$ cat config.mk
export PLATFORM = sky130hd
export DESIGN_NAME = spi_slave_rx
export DESIGN_NICKNAME = d
export VERILOG_FILES = /design/src/rtl/spi_slave_rx.sv
export SDC_FILE = /design/constraint.sdc
export NUM_CORES = 1
export LEC_CHECK = 0
export CORE_UTILIZATION = 40
export CTS_CLUSTER_SIZE = 20
export DETAILED_ROUTE_END_ITERATION = 8
export HOLD_SLACK_MARGIN = 0.15
export PLACE_DENSITY_LB_ADDON = 0.05
export RECOVER_POWER = 50
export SLEW_MARGIN = 20
export SYNTH_ARGS = -nofsm -noshare
export SYNTH_HDL_FRONTEND = slang
export SYNTH_SLANG_ARGS = --single-unit
export TNS_END_PERCENT = 30
$ cat constraint.sdc
create_clock -name clk -period 2.5 [get_ports clk]
set_input_delay 0.25 -clock clk [delete_from_list [all_inputs] [get_ports clk]]
set_output_delay 0.25 -clock clk [all_outputs]
set_load 0.02 [all_outputs]
$ cat src/rtl/spi_slave_rx.sv
// spi_slave_rx: SPI slave that resynchronises SCLK/MOSI/LOAD into clk, shifts in one M-bit
// word per LOAD-low frame and returns a preloaded word on MISO.
// Optional feature macro SPI_SLAVE_HOLD_EN: rx_vld holds until rx_ack instead of pulsing.
module spi_slave_rx #(
    parameter int M           = 16,
    parameter int SYNC_STAGES = 2
) (
    input  logic         clk,
    input  logic         clr,
    input  logic         SCLK,
    input  logic         MOSI,
    input  logic         LOAD,
    output logic         MISO,
    input  logic [M-1:0] TX_DI,
    input  logic         tx_we,
    input  logic         rx_ack,
    output logic [M-1:0] RX_DO,
    output logic         rx_vld,
    output logic         frm_err,
    output logic         busy,
    output logic [7:0]   cb_bit
);
    logic [SYNC_STAGES-1:0] r_sclk_s, r_mosi_s, r_load_s;
    logic                   r_sclk_d, r_load_d;
    logic [SYNC_STAGES:0]   r_warm;
    logic                   r_armed;
    logic [M-1:0]           r_tx_buf, r_sr_tx, r_sr_rx, r_rx_do;
    logic [7:0]             r_cb;
    logic                   r_miso, r_vld, r_err, r_busy;
    logic                   w_sclk, w_mosi, w_load;
    logic                   w_sclk_rise, w_sclk_fall, w_load_rise, w_load_fall;
    logic                   w_start, w_done_ok, w_take;
    logic [M-1:0]           w_tx_load;

    assign w_sclk      = r_sclk_s[SYNC_STAGES-1];
    assign w_mosi      = r_mosi_s[SYNC_STAGES-1];
    assign w_load      = r_load_s[SYNC_STAGES-1];
    assign w_sclk_rise = w_sclk & ~r_sclk_d;
    assign w_sclk_fall = ~w_sclk & r_sclk_d;
    assign w_load_rise = w_load & ~r_load_d;
    assign w_load_fall = ~w_load & r_load_d;
    // a fall only starts a frame once LOAD has been genuinely seen high after reset
    assign w_start     = w_load_fall & r_armed;
    assign w_tx_load   = tx_we ? TX_DI : r_tx_buf;
    assign w_done_ok   = (r_cb == 8'(M));
`ifdef SPI_SLAVE_HOLD_EN
    assign w_take      = ~r_vld | rx_ack;
`else
    logic w_unused;
    assign w_take      = 1'b1;
    assign w_unused    = rx_ack;
`endif

    assign MISO    = r_miso;
    assign RX_DO   = r_rx_do;
    assign rx_vld  = r_vld;
    assign frm_err = r_err;
    assign busy    = r_busy;
    assign cb_bit  = r_cb;

    // Resynchronise pins, keep previous levels for edge detection, arm after the pipeline flushes
    always_ff @(posedge clk) begin
        if (!clr) begin
            r_sclk_s <= '0;
            r_mosi_s <= '0;
            r_load_s <= '1;
            r_sclk_d <= 1'b0;
            r_load_d <= 1'b1;
            r_warm   <= '0;
            r_armed  <= 1'b0;
        end else begin
            r_sclk_s <= {r_sclk_s[SYNC_STAGES-2:0], SCLK};
            r_mosi_s <= {r_mosi_s[SYNC_STAGES-2:0], MOSI};
            r_load_s <= {r_load_s[SYNC_STAGES-2:0], LOAD};
            r_sclk_d <= w_sclk;
            r_load_d <= w_load;
            r_warm   <= {r_warm[SYNC_STAGES-1:0], 1'b1};
            r_armed  <= r_armed | (r_warm[SYNC_STAGES] & w_load);
        end
    end

    // Frame sequencing, shift registers and result reporting
    always_ff @(posedge clk) begin
        if (!clr) begin
            r_tx_buf <= '0;
            r_sr_tx  <= '0;
            r_sr_rx  <= '0;
            r_rx_do  <= '0;
            r_cb     <= '0;
            r_miso   <= 1'b0;
            r_vld    <= 1'b0;
            r_err    <= 1'b0;
            r_busy   <= 1'b0;
        end else begin
            r_err <= 1'b0;
`ifdef SPI_SLAVE_HOLD_EN
            r_vld <= r_vld & ~rx_ack;
`else
            r_vld <= 1'b0;
`endif
            if (tx_we)
                r_tx_buf <= TX_DI;
            if (w_start) begin
                r_busy  <= 1'b1;
                r_cb    <= '0;
                r_sr_rx <= '0;
                r_sr_tx <= w_tx_load;
                r_miso  <= w_tx_load[M-1];
            end else if (r_busy && w_load_rise) begin
                r_busy <= 1'b0;
                if (w_done_ok && w_take) begin
                    r_rx_do <= r_sr_rx;
                    r_vld   <= 1'b1;
                end else begin
                    r_err <= 1'b1;
                end
            end else if (r_busy) begin
                if (w_sclk_rise) begin
                    r_sr_rx <= {r_sr_rx[M-2:0], w_mosi};
                    r_cb    <= (r_cb == 8'hFF) ? r_cb : r_cb + 8'd1;
                end
                if (w_sclk_fall) begin
                    r_sr_tx <= {r_sr_tx[M-2:0], 1'b0};
                    r_miso  <= r_sr_tx[M-2];
                end
            end
        end
    end
endmodule

Yosys cells after proc, flatten, opt, wreduce, memory -nomap -nowiden
Index checks and enable logic that the tools add are counted.
- bits of input ports: 23
- word-level logic and storage cells: 60
- flip-flop bits (word level): 87
- memories: 0
- output and inout port bits: 28
- bits in latches: 0
- bits in writable memories: 0
- bits in read-only memories: 0
- multipliers: 0
- shift operators: 0
- reductions and logical operators: 10
- add/sub/neg operators: 1
- $lt $le $gt $ge: 0
- bitwise operators: 15
- multiplexer cells: 14
- eq/ne operators: 3
- div/mod/pow operators: 0
- operators by type and width (cell ; number):
    $mux W15 ; 4
    $mux W16 ; 1
    $mux W1 ; 9
    $reduce_and A3 Y1 ; 3
    $add A8 B1 Y8 const B ; 1
    $eq A8 B5 Y1 const B ; 1
    $eq A8 B8 Y1 const B ; 1
    $not A1 Y1 ; 8
    $and A1 B1 Y1 ; 6
    $reduce_bool A2 Y1 ; 3
    $reduce_and A4 Y1 ; 1
    $reduce_or A3 Y1 ; 1
    $ne A2 B2 Y1 const B ; 1
    $reduce_or A2 Y1 ; 1
    $logic_and A1 B1 Y1 ; 1
    $or A1 B1 Y1 ; 1

Depth between registers and ports, before layout
Gate-level depths: netlist (run 1).
- depth after elaboration: 6
- gate-level depth with buffers: 7
- gate-level depth less buffers: 6

Worst setup path before layout (run 1)
No wires, ideal clock.
- path kind: flip-flop to flip-flop
- from: register r_cb[1] (netlist: cb_bit[1])
- to: register r_cb[1] (netlist: cb_bit[1])
- data required time: 2383 ps
- setup slack: 891 ps
- library setup time: 117 ps
- clock period less this slack: 1609 ps
- buffers on the path: 0
- data arrival time: 1492 ps
- cell stages (with the launch flop): 6
- path through: dfxtp_1 ha_1 nand3_1 o2111ai_1 mux2i_1 nor2_1
- word-level cells in the longest chain between the ends: 3
- elaborated cells on any way between the ends: 4
- classes of those cells: add/sub: 1; eq/ne: 1; bitwise: 1; reduce/logical: 1
- RTL lines (element ; RTL line ; source):
    start, declared ; 28 ; logic [7:0] r_cb;
    start signal, assigned ; 120 ; r_cb <= (r_cb == 8'hFF) ? r_cb : r_cb + 8'd1;
    parallel branches: the longest is 3 deep, another holds $add A8 B1 Y8 ; -- ;
Parallel ways; which one is timed is not known.
A chain may end at the register's enable or synchronous reset.

Worst setup path after layout (run 1)
- from: register r_load_d
- to: register r_sr_tx[10]
- word-level cells in the longest chain between the ends: 5
- elaborated cells on any way between the ends: 10
- classes of those cells: eq/ne: 1; mux: 1; bitwise: 4; reduce/logical: 4
- RTL lines (element ; RTL line ; source):
    start, declared ; 24 ; logic r_sclk_d, r_load_d;
    start signal, assigned ; 76 ; r_load_d <= w_load;
    $not A1 Y1 ; 40 ; assign w_load_rise = w_load & ~r_load_d;
    $and A1 B1 Y1 ; 40 ;
    $logic_and A1 B1 Y1 ; 109 ; end else if (r_busy && w_load_rise) begin
    $ne A2 B2 Y1 (no source line) ; -- ;
    $reduce_and A3 Y1 (no source line) ; -- ;
    end signal, assigned ; 107 ; r_sr_tx <= w_tx_load;
    end signal, assigned ; 123 ; r_sr_tx <= {r_sr_tx[M-2:0], 1'b0};
    end, declared ; 27 ; logic [M-1:0] r_tx_buf, r_sr_tx, r_sr_rx, r_rx_do;
Several ways; a longest one is shown, not always the timed one.

==> results of run 1 <==
==> worst max-delay path: stages (launching register included) <==
cell      delay, ns
dfxtp_1        0.37
nand2b_1       0.21
and4b_1        0.21
clkbuf_1       0.81
mux2i_1        0.28
a21oi_1        0.08
==> cell families (layout without fill, tap and decap cells) <==
group | Yosys count | in the layout
flip-flops | 87 | 87
adder cells (fa/ha/maj) | 2 | 2
buffers and inverters | 28 | 75
AND/OR/NAND/NOR | 160 | 160
XOR/XNOR | 1 | 1
multiplexers | 32 | 32
AO/OA/AOI/OAI | 62 | 62
==> flip-flops by register name, indices dropped and copies added (netlist names) <==
signal	flops
r_tx_buf	16
r_mosi_s	2
MISO	1
frm_err	1
r_armed	1
busy	1
r_load_s	2
r_sr_tx	15
r_sr_rx	16
r_load_d	1
r_sclk_d	1
RX_DO	16
r_sclk_s	2
cb_bit	8
r_warm	3
rx_vld	1
==> synth_stat cells, types with 2 or more instances <==
cell type and instances:
nand2_1 84, buf_2 9, nor2_1 5, clkbuf_1 11
nor2b_1 20, a21oi_1 37, nand2b_1 3, ha_1 2
buf_4 2, and4_1 2, o21ai_0 14, mux2i_1 32
and2_1 7, inv_1 3, nand4_1 2, dfxtp_1 87
o21ai_1 3, nand3_1 22, nor3_1 5, a211oi_1 3
==> through the flow <==
step	util	power, W	cell area (µm²)	cells	hold WS (ns)
after floorplan	-	0.001526	3349	372	0.2777
after global placement	0.4749	0.001575	3882	508	0.3930
after detailed placement	0.4749	0.001576	3882	508	0.3987
after CTS	0.5031	0.002679	4113	524	0.4210
after global routing	0.5020	0.002748	4104	524	0.4360
final	0.5020	0.002645	4104	524	0.4190
==> final timing paths <==
check / from / endpoint / slack (ns) / depth (start not counted)
worst max-delay path: r_load_d$_SDFF_PN1_ / r_sr_tx[10]$_SDFFE_PN0P_ / 0.41 / 5
worst min-delay path: r_load_s[0]$_SDFF_PN1_ / r_load_s[1]$_SDFF_PN1_ / 0.42 / 1
worst max register to register: r_load_d$_SDFF_PN1_ / r_sr_tx[10]$_SDFFE_PN0P_ / 0.41 / 5
worst min register to register: r_load_s[0]$_SDFF_PN1_ / r_load_s[1]$_SDFF_PN1_ / 0.42 / 1
==> layout make-up <==
type                            instances  area share
Clock buffer                           10     0.03354
Clock inverter                          6     0.02256
Inverter                                3    0.002744
Multi-Input combinational cell        257      0.3552
Sequential cell                        87      0.4244
Tap cell                              105     0.03201
Timing Repair Buffer                   56      0.1296
==> where the power goes <==
| group | internal, W | switching [W] | leakage, nW | total (W) |
|---|---|---|---|---|
| sequential | 0.00141 | 0.00000867 | 0.707 | 0.00142 |
| clock | 0.000596 | 0.000508 | 0.109 | 0.00110 |
| combinational | 0.0000623 | 0.0000589 | 0.626 | 0.000121 |
| total | 0.00207 | 0.000575 | 1.44 | 0.00264 |
==> routing by layer <==
metal / vias up / wire, µm / global-route usage
met5: - / 0 / 0
met4: 0 / 53 / 0.05769
met3: 5 / 206 / 0.03089
met2: 32 / 2942 / 0.2451
met1: 1166 / 3204 / 0.1989
li1: 1341 / - / -
==> cell usage in the layout (no fill, tap or decap), types with 3 or more instances in the layout <==
master,instances
dlygate4sd3_1,4
clkdlybuf4s50_1,44
inv_1,3
buf_4,5
and2_1,5
nor2b_1,20
a21oi_1,37
nor2_1,5
nor3_1,5
clkbuf_8,10
mux2i_1,32
nand2b_1,4
a211oi_1,3
dfxtp_1,87
o21ai_1,3
o21ai_0,14
nand2_1,84
nand3_1,22
==> run summary, run 1 <==
Status = finished, final reports clean
Vias = 2544
Fraction of the mapped netlist area in compound gates = 0.09936
Class of the most critical setup path = reg2reg
Clock Skew = 0.01426 ns
Adder-cell share of the synthesized area = 0.007471
Number of slew-limit violations in the final report = 0
Initial core utilization = 0.4097
DR DRC count = 0
Critical Path Fanout Max = 16
#FFs+latches synth = 87
Area of the mapped netlist = 3349 µm²
Share of synthesized flip-flops with an asynchronous set or reset = 0
Antenna violations before repair = 0
Number of optimization iterations in the first detailed-route pass = 4
Dominant combinational cell family by area after synthesis = simple AND/OR/NAND/NOR gates
Top-level port count = 51
Source-to-sink clock delay at the later pin of the worst-skew pair = 0.34 ns
Xor and xnor area share after synthesis = 0.002615
Critical path launch point type = register
Routed wire length = 6407 µm
Final setup violation count = 0
Global-route wire length before repair = 10560 µm
Cells after Synth = 372
Maximum number of pins on one net before global-route repair = 79
Post-CTS Setup Repair Bufs = 0
Maximum resistive drop on vdd = 0.3057 mV
Slew at the pin with the worst max-slew slack = 1.335 ns
Root Buffer = clkbuf_8
Mapped Nets = 397
Site Rows = 33
DR vias/cell = 4.855
Power per standard cell area = 644.4 nW/µm²
Residual overflow from global routing = 0
Number of diodes added for antenna fixing = 0
Overall die height = 93.51 µm
Library cells used by synthesis = 39
Die Width = 93.51 µm
Setup repair after global routing missed its margin = false
Longest Clk Path Bufs = 2
Total Nets Final = 439
# resized after CTS = 0
Core box area = 8175 µm²
Weighted congestion at the end of routability-driven global placement = 0.7726
Library cell with the largest summed area after synthesis = dfxtp_1
Share of the yosys chip area belonging to registers = 0.5200
CP Capture Type = register
Mux cell area share after synthesis = 0.09563
Hold crit path type = reg2reg
Top cell type's share of synthesized area = 0.5200
Total area of multi-input combinational cells = 1458 µm²
Reported max-cap violation count = 0
Inserted Clock Buffers = 9
CTS Hold Bufs = 0
Number of global-route vias before repair = 2299
Die Area = 8743 µm²
Clock tree from TritonCTS = yes
First DRT Iteration DRCs = 76
Global routing usage summed across all routing layers = 0.1518
Sink count of the clock tree = 87
Setup WS pre-CTS = 0.4917 ns
Fraction of the cycle the final worst path needs = 0.8359
Antenna-violating nets left = 0
CP arrival = 2.32 ns
EDFF count, synth = 0
Post-synthesis area per instance = 9.004 µm²
Summed negative setup slack over all endpoints = 0 ns
CP Data Required Time = 2.73 ns
Sequential standard cell area = 1742 µm²
Highest achievable clock rate = 478.5 MHz
Post-DR wirelength/cell = 12.23 µm
Clock slew seen by the registers of the worst setup and hold paths = 0.09 ns
Minimum period implied by the final worst setup slack = 2.090 ns
Dominant synthesized flop cell = dfxtp_1
Number of warning messages in the yosys log = 0
Worst slew margin = 0.1098
Simple-Gate Fraction of Synth Area = 0.2309
Number of buffer cells added on primary ports = 49
Share of layout cells above drive strength 1 = 0.05728
Final hold violation count = 0
Half-perimeter wire length of the detailed placement result = 4050 µm
Dominant cells by area after synthesis = dfxtp_1, mux2i_1, nand2_1
Setup ws final = 0.4103 ns
Area growth syn-to-layout = 22.53%
H-tree lvl count = 3
Leakage component of the power = 1.442 nW
Count of fill cells added during filler insertion = 800
Note: power is estimated with default switching activity, not from simulation.
==> run 2, diff against run 1 <==
Clock period 2.5 ns to 2.1 ns, I/O delays scaled along.
==> run 2 against run 1 <==
  * Worst hold slack lost 0.034 ns
  * Highest routed layer unchanged
  * Clock skew shrank 0.0032 ns
  * Clock-buffer cell count did not move
  * Register-to-register slack worse by 0.06 ns
  * Sequential power rose by 19%
  * Global-route usage increased by 0.51 points
==> run summary, run 2 (same netlist as run 1, synthesis figures left out) <==
Switching power share of the total = 0.2257 (+0.008233)
Maximum resistive drop on vdd = 0.2977 mV (-2.6%)
Portion of total power attributed to sequential cells = 0.559 (+0.022)
Critical Path Fanout Max = 16 (unchanged)
Critical-path cell with the highest stage delay = clkbuf_1
Critical Path, Cell by Cell = nand2b_1 -> nand3_1 -> clkbuf_1 -> nand2_1 -> a21oi_1
Power per standard cell area = 740.9 nW/µm² (+15%)
Vias = 2587 (+1.7%)
Sink count of the clock tree = 87 (unchanged)
First DRT Iteration DRCs = 86 (+13%)
# resized after CTS = 0 (unchanged)
Fraction of the cycle the final worst path needs = 0.8327 (-0.003145)
Hold crit path type = in2reg
Post-CTS Setup Repair Bufs = 0 (unchanged)
Critical path launch point type = register
Overall die height = 93.51 µm (unchanged)
Net load switching power = 0.0006832 W (+19%)
Root Buffer = clkbuf_8
Worst slew margin = 0.07655 (-0.03330)
CP Capture Type = register
Number of slew-limit violations in the final report = 0 (unchanged)
Reported max-cap violation count = 0 (unchanged)
Antenna violations before repair = 0 (unchanged)
Inserted Clock Buffers = 9 (unchanged)
Class of the most critical setup path = reg2reg
Area growth syn-to-layout = 21.96%
Most common cell after layout, fill and taps aside = dfxtp_1
H-tree lvl count = 3 (unchanged)
Final setup violation count = 0 (unchanged)
Routed wire length = 6381 µm (-0.41%)
Die Area = 8743 µm² (unchanged)
Core box area = 8175 µm² (unchanged)
Setup repair after global routing missed its margin = false
Status = finished, final reports clean
Commonest non-fill, non-tap cells in the layout = dfxtp_1, nand2_1, clkdlybuf4s50_1, a21oi_1, mux2i_1
Clock slew seen by the registers of the worst setup and hold paths = 0.09 ns (about the same)
Final hold violation count = 0 (unchanged)
CTS Hold Bufs = 0 (unchanged)
Proportion of power drawn by combinational gates = 0.048 (+0.002)
Global-route wire length before repair = 10830 µm (+2.6%)
Half-perimeter wire length of the detailed placement result = 4011 µm (-0.97%)
Die Width = 93.51 µm (unchanged)
Power consumption = 0.003027 W (+14%)
Site Rows = 33 (unchanged)
CP Data Required Time = 2.38 ns (-0.35 ns)
Initial core utilization = 0.4097 (unchanged)
Minimum period implied by the final worst setup slack = 1.749 ns (-0.3410 ns)
Sequential standard cell area = 1742 µm² (unchanged)
Share of layout cells above drive strength 1 = 0.05952 (+0.002245)
Highest achievable clock rate = 571.8 MHz (+19%)
Maximum number of pins on one net before global-route repair = 79 (unchanged)
Number of optimization iterations in the first detailed-route pass = 4 (unchanged)
Count of fill cells added during filler insertion = 820 (+2.5%)
Share of total power in the clock network = 0.393 (-0.024)
Antenna-violating nets left = 0 (unchanged)
Residual overflow from global routing = 0 (unchanged)
DR vias/cell = 4.928 (+1.5%)
Global routing usage summed across all routing layers = 0.1569 (+0.005122)
Clock Skew = 0.01108 ns (-0.003180 ns)
Clock tree from TritonCTS = yes
Internal power summed over all cells = 0.002343 W (+13%)
Total area of multi-input combinational cells = 1458 µm² (unchanged)
Post-DR wirelength/cell = 12.15 µm (-0.60%)
Source-to-sink clock delay at the later pin of the worst-skew pair = 0.35 ns (about the same)
Slew at the pin with the worst max-slew slack = 1.385 ns (+0.04995 ns)
Number of global-route vias before repair = 2424 (+5.4%)
Number of diodes added for antenna fixing = 0 (unchanged)
Total Nets Final = 440 (+0.23%)
Top-level port count = 51 (unchanged)
Crit path largest cell delay = 0.56 ns (-0.25 ns)
Number of buffer cells added on primary ports = 49 (unchanged)
DR DRC count = 0 (unchanged)
Summed negative setup slack over all endpoints = 0 ns (unchanged)
CP arrival = 2.03 ns (-0.29 ns)
Weighted congestion at the end of routability-driven global placement = 0.7724 (about the same)
Longest Clk Path Bufs = 2 (unchanged)
Leakage component of the power = 1.463 nW (+1.5%)
[run 2: metrics by stage]
step / utilization / std cells / instance area (µm²) / hold WS (ns) / setup slack, ns
6_report: 0.4997 / 525 / 4085 / 0.3848 / 0.3513
2_1_floorplan: - / 372 / 3349 / 0.2377 / 0.4908
3_5_place_dp: 0.4773 / 509 / 3902 / 0.3929 / 0.4312
3_3_place_gp: 0.4773 / 509 / 3902 / 0.3930 / 0.4359
5_1_grt: 0.4997 / 525 / 4085 / 0.4128 / 0.1592
4_1_cts: 0.5026 / 525 / 4109 / 0.2775 / 0.3445
[run 2: final timing paths]
kind	start	to	slack, ns	depth (start not counted)
max reg2reg	r_load_d$_SDFF_PN1_	r_sr_rx[13]$_SDFFE_PP0P_	0.35	5
max	r_load_d$_SDFF_PN1_	r_sr_rx[13]$_SDFFE_PP0P_	0.35	5
min	clr	cb_bit[4]$_SDFFE_PP0P_	0.38	3
min reg2reg	r_load_s[0]$_SDFF_PN1_	r_load_s[1]$_SDFF_PN1_	0.42	1
[run 2: power groups by stage]
| stage | clock [W] | sequential, W | combinational [W] |
|---|---|---|---|
| floorplan | 0 | 0.00173 | 0.0000894 |
| global route | 0.00131 | 0.00170 | 0.000162 |
| global placement | 0 | 0.00173 | 0.000149 |
| detailed placement | 0 | 0.00173 | 0.000150 |
| CTS | 0.00122 | 0.00169 | 0.000151 |
| finish | 0.00119 | 0.00169 | 0.000145 |
[run 2: area by class of cell]
cell class,count,share of cell area
clock buffer,10,0.03369
clock inverter,6,0.01685
inverter,3,0.002757
multi-input combinational,257,0.3568
sequential,87,0.4263
tap,105,0.03216
timing repair buffer,57,0.1314
[run 2: metal layers]
metal,wire (µm),GRT usage,vias up,part of all wire
met2,2883,0.2610,47,0.45
met5,0,0,-,0
li1,-,-,1350,-
met1,3151,0.1958,1179,0.49
met3,244,0.03171,11,0.038
met4,100,0.06923,0,0.016
[run 2: worst max-delay path: cells and delay by family, from the launching register on]
kind | cells | cell delay [ns]
AND/OR/NAND/NOR | 3 | 0.63
buffers and inverters | 1 | 0.56
flip-flops | 1 | 0.33
AO/OA/AOI/OAI | 1 | 0.15
==> run 3, diff against run 2 <==
Clock period 2.1 ns to 1.8 ns, I/O delays scaled along.
==> run 3 against run 2 <==
  * Utilization is 1.1 points higher
  * Combinational power is 15% higher
  * Sequential cell count stayed put
  * Clock skew hardly changed
  * Sequential share of layout area is 0.89 points lower
  * Non-clock buffer count is 4 higher
  * Largest power group unchanged
==> run summary, run 3 (same netlist as run 1, synthesis figures left out) <==
Number of global-route vias before repair = 2393 (-1.3%)
Longest Clk Path Bufs = 2 (unchanged)
Die Width = 93.51 µm (unchanged)
Half-perimeter wire length of the detailed placement result = 4130 µm (+3.0%)
Final setup violation count = 0 (unchanged)
Critical path launch point type = register
Maximum number of pins on one net before global-route repair = 55 (-30%)
Share of total power in the clock network = 0.429 (+0.036)
Worst path top cell family by delay = buffers and inverters
Total Nets Final = 444 (+0.91%)
Hold path startpoint = clr
Internal power summed over all cells = 0.002969 W (+27%)
Residual overflow from global routing = 0 (unchanged)
Clock Skew = 0.01090 ns (-0.0001785 ns)
Worst Hold End = r_load_s[0]$_SDFF_PN1_
Class of the most critical setup path = reg2out
Source-to-sink clock delay at the later pin of the worst-skew pair = 0.35 ns (about the same)
Number of buffer cells added on primary ports = 49 (unchanged)
H-tree lvl count = 3 (unchanged)
Share of layout cells above drive strength 1 = 0.07311 (+0.01359)
CP Capture Type = output pin
Count of fill cells added during filler insertion = 819 (-0.12%)
Top-level port count = 51 (unchanged)
Highest achievable clock rate = 581.6 MHz
Area of all placed cells without fillers = 4173 µm² (+2.1%)
Critical register-to-register path startpoint = busy$_SDFFE_PN0P_
Clock tree from TritonCTS = yes
Fraction of the cycle the final worst path needs = 0.9552
Reported max-cap violation count = 0 (unchanged)
Area growth syn-to-layout = 24.58%
Setup repair after global routing missed its margin = false
Critical R2R Capture = r_sr_tx[13]$_SDFFE_PN0P_
Clock slew seen by the registers of the worst setup and hold paths = 0.09 ns (about the same)
Overall die height = 93.51 µm (unchanged)
CP Data Required Time = 1.62 ns (-0.76 ns)
Slew at the pin with the worst max-slew slack = 0.9254 ns (-0.4598 ns)
Site Rows = 33 (unchanged)
Most common cell after layout, fill and taps aside = dfxtp_1
Register-to-register setup slack = 0.17 ns (-0.18 ns)
Status = finished, final reports clean
Number of slew-limit violations in the final report = 0 (unchanged)
CTS Hold Bufs = 0 (unchanged)
Minimum period implied by the final worst setup slack = 1.719 ns
Antenna violations before repair = 0 (unchanged)
Hold crit path type = in2reg
Leakage component of the power = 1.531 nW (+4.6%)
Crit path largest cell delay = 0.67 ns (+0.11 ns)
Critical Path Fanout Max = 8 (-8)
Portion of total power attributed to sequential cells = 0.526 (-0.033)
Weighted congestion at the end of routability-driven global placement = 0.8147 (+5.5%)
Proportion of power drawn by combinational gates = 0.045 (-0.003)
Power per standard cell area = 898.2 nW/µm² (+21%)
Routed wire length = 6355 µm (-0.41%)
Post-CTS Setup Repair Bufs = 0 (unchanged)
Worst slew margin = 0.3831 (+0.3065)
Root Buffer = clkbuf_8
DR vias/cell = 4.843 (-1.7%)
Number of diodes added for antenna fixing = 0 (unchanged)
Final hold violation count = 0 (unchanged)
Vias = 2562 (-0.97%)
CP arrival = 1.54 ns (-0.49 ns)
Critical Path, Cell by Cell = clkdlybuf4s50_1
Worst-case hold slack = 0.2540 ns (-0.1308 ns)
Commonest non-fill, non-tap cells in the layout = dfxtp_1, nand2_1, a21oi_1, mux2i_1, clkdlybuf4s50_1
Core box area = 8175 µm² (unchanged)
Power consumption = 0.003748 W (+24%)
Switching power share of the total = 0.2079 (-0.01785)
Post-DR wirelength/cell = 12.01 µm (-1.2%)
Critical-path cell with the highest stage delay = clkdlybuf4s50_1
Number of cells on the worst hold path = 3 (unchanged)
Logic depth of the worst register-to-register path = 4 (-1)
Die Area = 8743 µm² (unchanged)
Maximum resistive drop on vdd = 0.4459 mV (+50%)
Sink count of the clock tree = 87 (unchanged)
Cell area reported after detailed placement = 3945 µm² (+1.1%)
Global-route wire length before repair = 10850 µm (+0.18%)
Global routing usage summed across all routing layers = 0.1589 (+0.001986)
First DRT Iteration DRCs = 54 (-37%)
Summed negative setup slack over all endpoints = 0 ns (unchanged)
Sequential standard cell area = 1742 µm² (unchanged)
Total area of multi-input combinational cells = 1466 µm² (+0.60%)
Antenna-violating nets left = 0 (unchanged)
Number of optimization iterations in the first detailed-route pass = 4 (unchanged)
Buffers & Inverters on Critical Path = 1 (unchanged)
Net load switching power = 0.0007792 W (+14%)
Initial core utilization = 0.4097 (unchanged)
DR DRC count = 0 (unchanged)
Inserted Clock Buffers = 9 (unchanged)
# resized after CTS = 0 (unchanged)
## run 3: metal layers
| metal | GRT usage | vias to the layer above | part of all wire |
|---|---|---|---|
| met2 | 0.2531 | 32 | 0.47 |
| met4 | 0.06923 | 0 | 0.012 |
| met3 | 0.03821 | 6 | 0.037 |
| met1 | 0.2041 | 1168 | 0.48 |
| met5 | 0 | - | 0 |
| li1 | - | 1356 | - |
## run 3: layout make-up
class,count,share of cell area
multi-input cells,257,0.3514
inverters,3,0.002699
clock inverters,7,0.02849
repair buffers,61,0.1388
clock buffers,9,0.02969
flip-flops and latches,87,0.4174
well taps,105,0.03148
## run 3: power by group through the flow
stage	Combinational (W)	Sequential [W]	Clock (W)
after floorplan	0.000104	0.00202	0
after global placement	0.000175	0.00202	0
after detailed placement	0.000176	0.00202	0
after CTS	0.000177	0.00197	0.00166
after global routing	0.000187	0.00198	0.00175
final	0.000167	0.00197	0.00161
## run 3: how the worst max path moves through the flow
stage / from / slack (ns) / end / cells after the start
2_1_floorplan: cb_bit[1]$_SDFFE_PP0P_ / 0.19 / cb_bit[1]$_SDFFE_PP0P_ / 5
3_3_place_gp: cb_bit[0]$_SDFFE_PP0P_ / 0.20 / cb_bit[1]$_SDFFE_PP0P_ / 5
3_5_place_dp: cb_bit[0]$_SDFFE_PP0P_ / 0.16 / cb_bit[1]$_SDFFE_PP0P_ / 5
4_1_cts: busy$_SDFFE_PN0P_ / 0.08 / busy / 1
5_1_grt: cb_bit[0]$_SDFFE_PP0P_ / 0.01 / cb_bit[1]$_SDFFE_PP0P_ / 5
6_report: busy$_SDFFE_PN0P_ / 0.08 / busy / 1
## run 3: per-stage QoR
stage | instances | setup slack [ns] | util
3_3_place_gp | 513 | 0.1970 | 0.4826
3_5_place_dp | 513 | 0.1637 | 0.4826
4_1_cts | 529 | 0.08308 | 0.5122
2_1_floorplan | 372 | 0.1908 | -
5_1_grt | 529 | 0.01177 | 0.5104
6_report | 529 | 0.08067 | 0.5104
==> RTL change 1, RTL diff (flow settings as in run 2) <==
`M`: 16 -> 8.
--- a/src/rtl/spi_slave_rx.sv
+++ b/src/rtl/spi_slave_rx.sv
@@ -4,3 +4,3 @@
 module spi_slave_rx #(
-    parameter int M           = 16,
+    parameter int M           = 8,
     parameter int SYNC_STAGES = 2
Interface: changed (resized RX_DO and TX_DI); port bits go from 51 to 35. The function was not compared with the original's and may differ.
==> RTL change 1 against run 2 <==
  * Largest cell class unchanged
  * Cell area is 36% lower
  * Routed wire length is 35% lower
  * Clock skew is 3.7 ps lower
  * Total power is 43% lower
  * Highest routed layer unchanged
  * Sequential cell count fell by 32
  * Area after synthesis is 35% lower
  * Setup slack worse by 8.6 ps
  * Critical endpoint is now r_sr_tx[0]$_SDFFE_PN0P_
  * Sequential power fell by 37%
  * Core utilization grew 0.73 points
  * Count of clock-buffer cells in the layout decreased by 3
  * Register-to-register slack better by 40 ps
  * Fmax is 0.49% lower
==> RTL change 1: results (changes against run 2) <==
stage	metric	value	unit	change
outcome	status	completed		
setup_path	R2R depth	6		+1
sta	Final min period	1760	ps	+8.56 ps
power	leakage	0.939	nW	-36%
cells_and_area	NumNets Final	286		-35%
global_route	vias in the first global route	1344		-45%
place	dpl ws	355	ps	-76.0 ps
power	VDD IR max	0.356	mV	+19%
yosys	Avg Inst Size Synth	9.02	um2	+0.17%
yosys	distinct cell type count of the synthesized netlist	38		-2.6%
place	port bufs	33		-33%
sta	Worst Skew	7.37	ps	-3.71 ps
yosys	top cells by area, synth	dfxtp_1 (51%), nand2_1 (8.0%), mux2i_1 (7.4%)		
setup_path	Critical Path Fanout Max	25		+9
yosys	commonest cells in the netlist	dfxtp_1 (55), nand2_1 (46), a21oi_1 (19)		
setup_path	Worst path max stage delay	720	ps	+160 ps
place	placed inst area	2540	um2	-35%
global_route	GRT Util Overall	0.155		-0.00144
setup_path	CP Capture Point	r_sr_tx[0]$_SDFFE_PN0P_		
setup_path	R2R Path Start	cb_bit[0]$_SDFFE_PP0P_		
sta	Slew Limit Headroom	0.398		+0.321
cells_and_area	layout cell share with drive strength beyond 1	0.0407		-0.0188
global_route	largest net degree at the start of global routing	26		-67%
place	global placer's final weighted congestion	0.774		+0.17%
yosys	syn nets	257		-35%
yosys	sequential element share of the synthesized area	0.509		-0.0113
clock_tree	H-tree Lvls	2		-1
place	DP HPWL	2.89	mm	-28%
routing	via count	1695		-34%
setup_path	arrival time worst endpoint	2000	ps	-30 ps
[RTL change 1: power by group through the flow]
stage          combinational [mW]  sequential (mW)  clock [mW]
3_5_place_dp               0.0913             1.10           0
4_1_cts                    0.0914             1.07       0.603
3_3_place_gp               0.0900             1.10           0
2_1_floorplan              0.0535             1.09           0
6_report                   0.0881             1.07       0.577
5_1_grt                    0.0977             1.07       0.637
[RTL change 1: cells by family after synthesis]
group	share of synthesized area
AO/OA/AOI/OAI	0.111
buffers and inverters	0.0434
AND/OR/NAND/NOR	0.251
multiplexers	0.0740
flip-flops	0.509
adder cells (fa/ha/maj)	0.0116
[RTL change 1: worst min-delay path by stage]
stage | endpoint | slack, ps | cells past startpoint
detailed placement | r_load_s[1]$_SDFF_PN1_ | 400 | 1
floorplan | r_warm[0]$_DFF_P_ | 240 | 0
finish | r_load_s[1]$_SDFF_PN1_ | 420 | 1
global route | r_load_s[1]$_SDFF_PN1_ | 430 | 1
CTS | r_load_s[1]$_SDFF_PN1_ | 420 | 1
global placement | r_load_s[1]$_SDFF_PN1_ | 390 | 1
[RTL change 1: final cells by class]
| class | instances | area [um2] |
|---|---|---|
| Tap cell | 70 | 87.6 |
| Fill cell | 498 | 2550 |
| Clock inverter | 1 | 8.76 |
| Sequential cell | 55 | 1100 |
| Multi-Input combinational cell | 164 | 970 |
| Timing Repair Buffer | 38 | 360 |
| Inverter | 5 | 18.8 |
| Clock buffer | 7 | 76.3 |
[RTL change 1: per-layer routing]
layer,up-vias,part of all wire,track usage,routed length (um)
li1,873,-,-,-
met1,783,0.53,0.238,2190
met2,32,0.42,0.205,1760
met3,7,0.033,0.0437,137
met4,0,0.013,0.0535,54
met5,-,0,0,0
[RTL change 1: through the flow]
stage	hold slack [ps]	power, mW
final	417	1.74
after global routing	434	1.81
after CTS	421	1.77
after detailed placement	398	1.19
after global placement	394	1.19
after floorplan	238	1.15
[RTL change 1: worst reg2reg max path, cell delays in order, from the launching register on]
cell,delay [ps]
dfxtp_1,370
inv_1,80
ha_1,130
nor4b_2,310
nand4_2,390
nand3_1,200
o21ai_0,110
==> RTL change 2, RTL diff (flow settings as in run 2) <==
Made on the original files. Register the output `frm_err` once more; this adds one clock of latency there. The other outputs are not delayed to match.
--- a/src/rtl/spi_slave_rx.sv
+++ b/src/rtl/spi_slave_rx.sv
@@ -56,3 +56,5 @@
     assign rx_vld  = r_vld;
-    assign frm_err = r_err;
+    always_ff @(posedge clk) begin
+        frm_err <= r_err;
+    end
     assign busy    = r_busy;
Formal check against the unedited RTL: not equivalent (a bounded check fails within 10 cycles, from zero or initial values).
==> RTL change 2 against run 2 <==
  * Combinational power about the same
  * Sequential cell count increased by 1
  * Register-to-register slack better by 60 ps
  * Core utilization rose by 1.1 points
  * Cell area rose by 2.2%
  * Die area rose by 0.85%
  * Routed wire length increased by 3.5%
  * Setup slack improved by 14 ps
  * Global-route usage increased by 0.53 points
  * Total power rose by 8.5%
  * Area after synthesis grew 0.86%
  * Largest cell class unchanged
==> RTL change 2: results (changes against run 2) <==
stage	metric	value	unit	change
outcome	status	completed		
place	DP HPWL	4.42	mm	+10%
sta	Worst Skew	11.4	ps	+0.348 ps
yosys	sequential element share of the synthesized area	0.521		+0.00150
yosys	Synth Area in Compound Gates	0.0981		-0.00122
global_route	largest net degree at the start of global routing	44		-44%
global_route	first-pass GRT wire length	11.1	mm	+2.7%
clock_tree	root buffer cell	clkbuf_8		
yosys	top cells by area, synth	dfxtp_1 (52%), mux2i_1 (9.5%), nand2_1 (9.1%)		
setup_path	R2R Path Start	cb_bit[1]$_SDFFE_PP0P_		
hold_path	hold crit path type	flop to flop		
hold_path	Hold Startpoint	r_err$_SDFF_PP0_		
cells_and_area	layout cell share with drive strength beyond 1	0.0662		+0.00667
hold_path	hold worst-path end	frm_err$_DFF_P_		
routing	Vias/cell	4.87		-1.2%
yosys	commonest cells in the netlist	dfxtp_1 (88), nand2_1 (82), a21oi_1 (39)		
global_route	GRT Util Overall	0.162		+0.00529
setup_path	CP delay by family, top	buffers and inverters		
place	global placer's final weighted congestion	0.768		-0.52%
setup_path	CP max stage cell	clkbuf_2		
setup_path	arrival time worst endpoint	2010	ps	-20 ps
routing	total routed wirelength	6.61	mm	+3.5%
cells_and_area	# fillers	805		-1.8%
setup_path	Reg2Reg Setup Slack	410	ps	+60 ps
cells_and_area	NumNets Final	443		+0.68%
sta	Slew Limit Headroom	0.487		+0.411
routing	DRT iter0 DRCs	62		-28%
hold_path	hold path depth	0		-3
global_route	vias in the first global route	2418		-0.25%
power	leakage	1.50	nW	+2.2%
yosys	XOR/XNOR Fraction of Synth Area	0.00259		-0.0000223
yosys	asr flop ratio synth	0		unchanged
yosys	syn nets	399		+0.50%
yosys	mux cell area share after synthesis	0.0948		-0.000815
yosys	Yosys top cell area share	0.521		+0.00150
power	VDD IR max	0.429	mV	+44%
clock_tree	Clock transition at path regs	80	ps	
setup_path	Critical Path Fanout Max	43		+27
setup_path	RR Endpoint	cb_bit[1]$_SDFFE_PP0P_		
yosys	Adder-Cell Fraction of Synth Area	0.00741		-0.0000636
yosys	distinct cell type count of the synthesized netlist	38		-2.6%
setup_path	Worst path max stage delay	670	ps	+110 ps
RTL change 2: where the power goes:
group          switching [mW]  internal, mW  total (mW)
clock network           0.600         0.829        1.43
logic                  0.0707        0.0744       0.145
registers              0.0109          1.70        1.71
total                   0.681          2.60        3.28
RTL change 2: worst max-delay path by stage:
| stage | slack, ps | cells after the start | endpoint | from |
|---|---|---|---|---|
| after global routing | 160 | 5 | RX_DO[12]$_SDFFE_PN0P_ | clr |
| after floorplan | 480 | 6 | RX_DO[10]$_SDFFE_PN0P_ | cb_bit[0]$_SDFFE_PP0P_ |
| final | 370 | 5 | r_err$_SDFF_PP0_ | clr |
| after CTS | 360 | 1 | cb_bit[6] | cb_bit[6]$_SDFFE_PP0P_ |
| after global placement | 470 | 5 | cb_bit[1]$_SDFFE_PP0P_ | cb_bit[1]$_SDFFE_PP0P_ |
| after detailed placement | 410 | 5 | cb_bit[1]$_SDFFE_PP0P_ | cb_bit[1]$_SDFFE_PP0P_ |
RTL change 2: layout make-up:
cell class / instances / share of cell area
repair buffers: 59 / 0.133
flip-flops and latches: 88 / 0.422
inverters: 3 / 0.00270
multi-input cells: 257 / 0.350
well taps: 105 / 0.0315
clock inverters: 6 / 0.0276
clock buffers: 10 / 0.0330
RTL change 2: logic make-up after synthesis:
kind of cell / Yosys count
AOI/OAI and AO/OA: 62
xor gates and xnor gates: 1
buffers and inverters: 29
DFF: 88
adders and majority gates: 2
and+or+nand+nor: 160
muxes: 32
RTL change 2: worst reg2reg max path, cell delays in order (launching register included):
cell and delay (ps):
dfxtp_1 460, ha_1 310, nand3_1 170, o2111ai_1 340, mux2i_1 230, nor2_1 60
RTL change 2: timing repair:
action,CTS,global route
hold buffers,1,0
resized for setup,0,0
endpoints found under the hold margin,3,0
RTL change 2: stage by stage:
step                      instance area, um2  total power, mW  hold WS [ps]  instances
final                                   4180             3.28           332        528
after CTS                               4180             3.34           334        528
after global routing                    4180             3.42           348        528
after floorplan                         3380             1.84           238        374
after detailed placement                3920             1.90           314        511
after global placement                  3920             1.90           312        511
RTL change 2: routing by layer:
layer  wire (um)  vias up  track usage
met2        3110       35        0.273
met4          51        0       0.0500
li1            -     1350            -
met5           0        -            0
met3         268        4       0.0526
met1        3170     1181        0.196
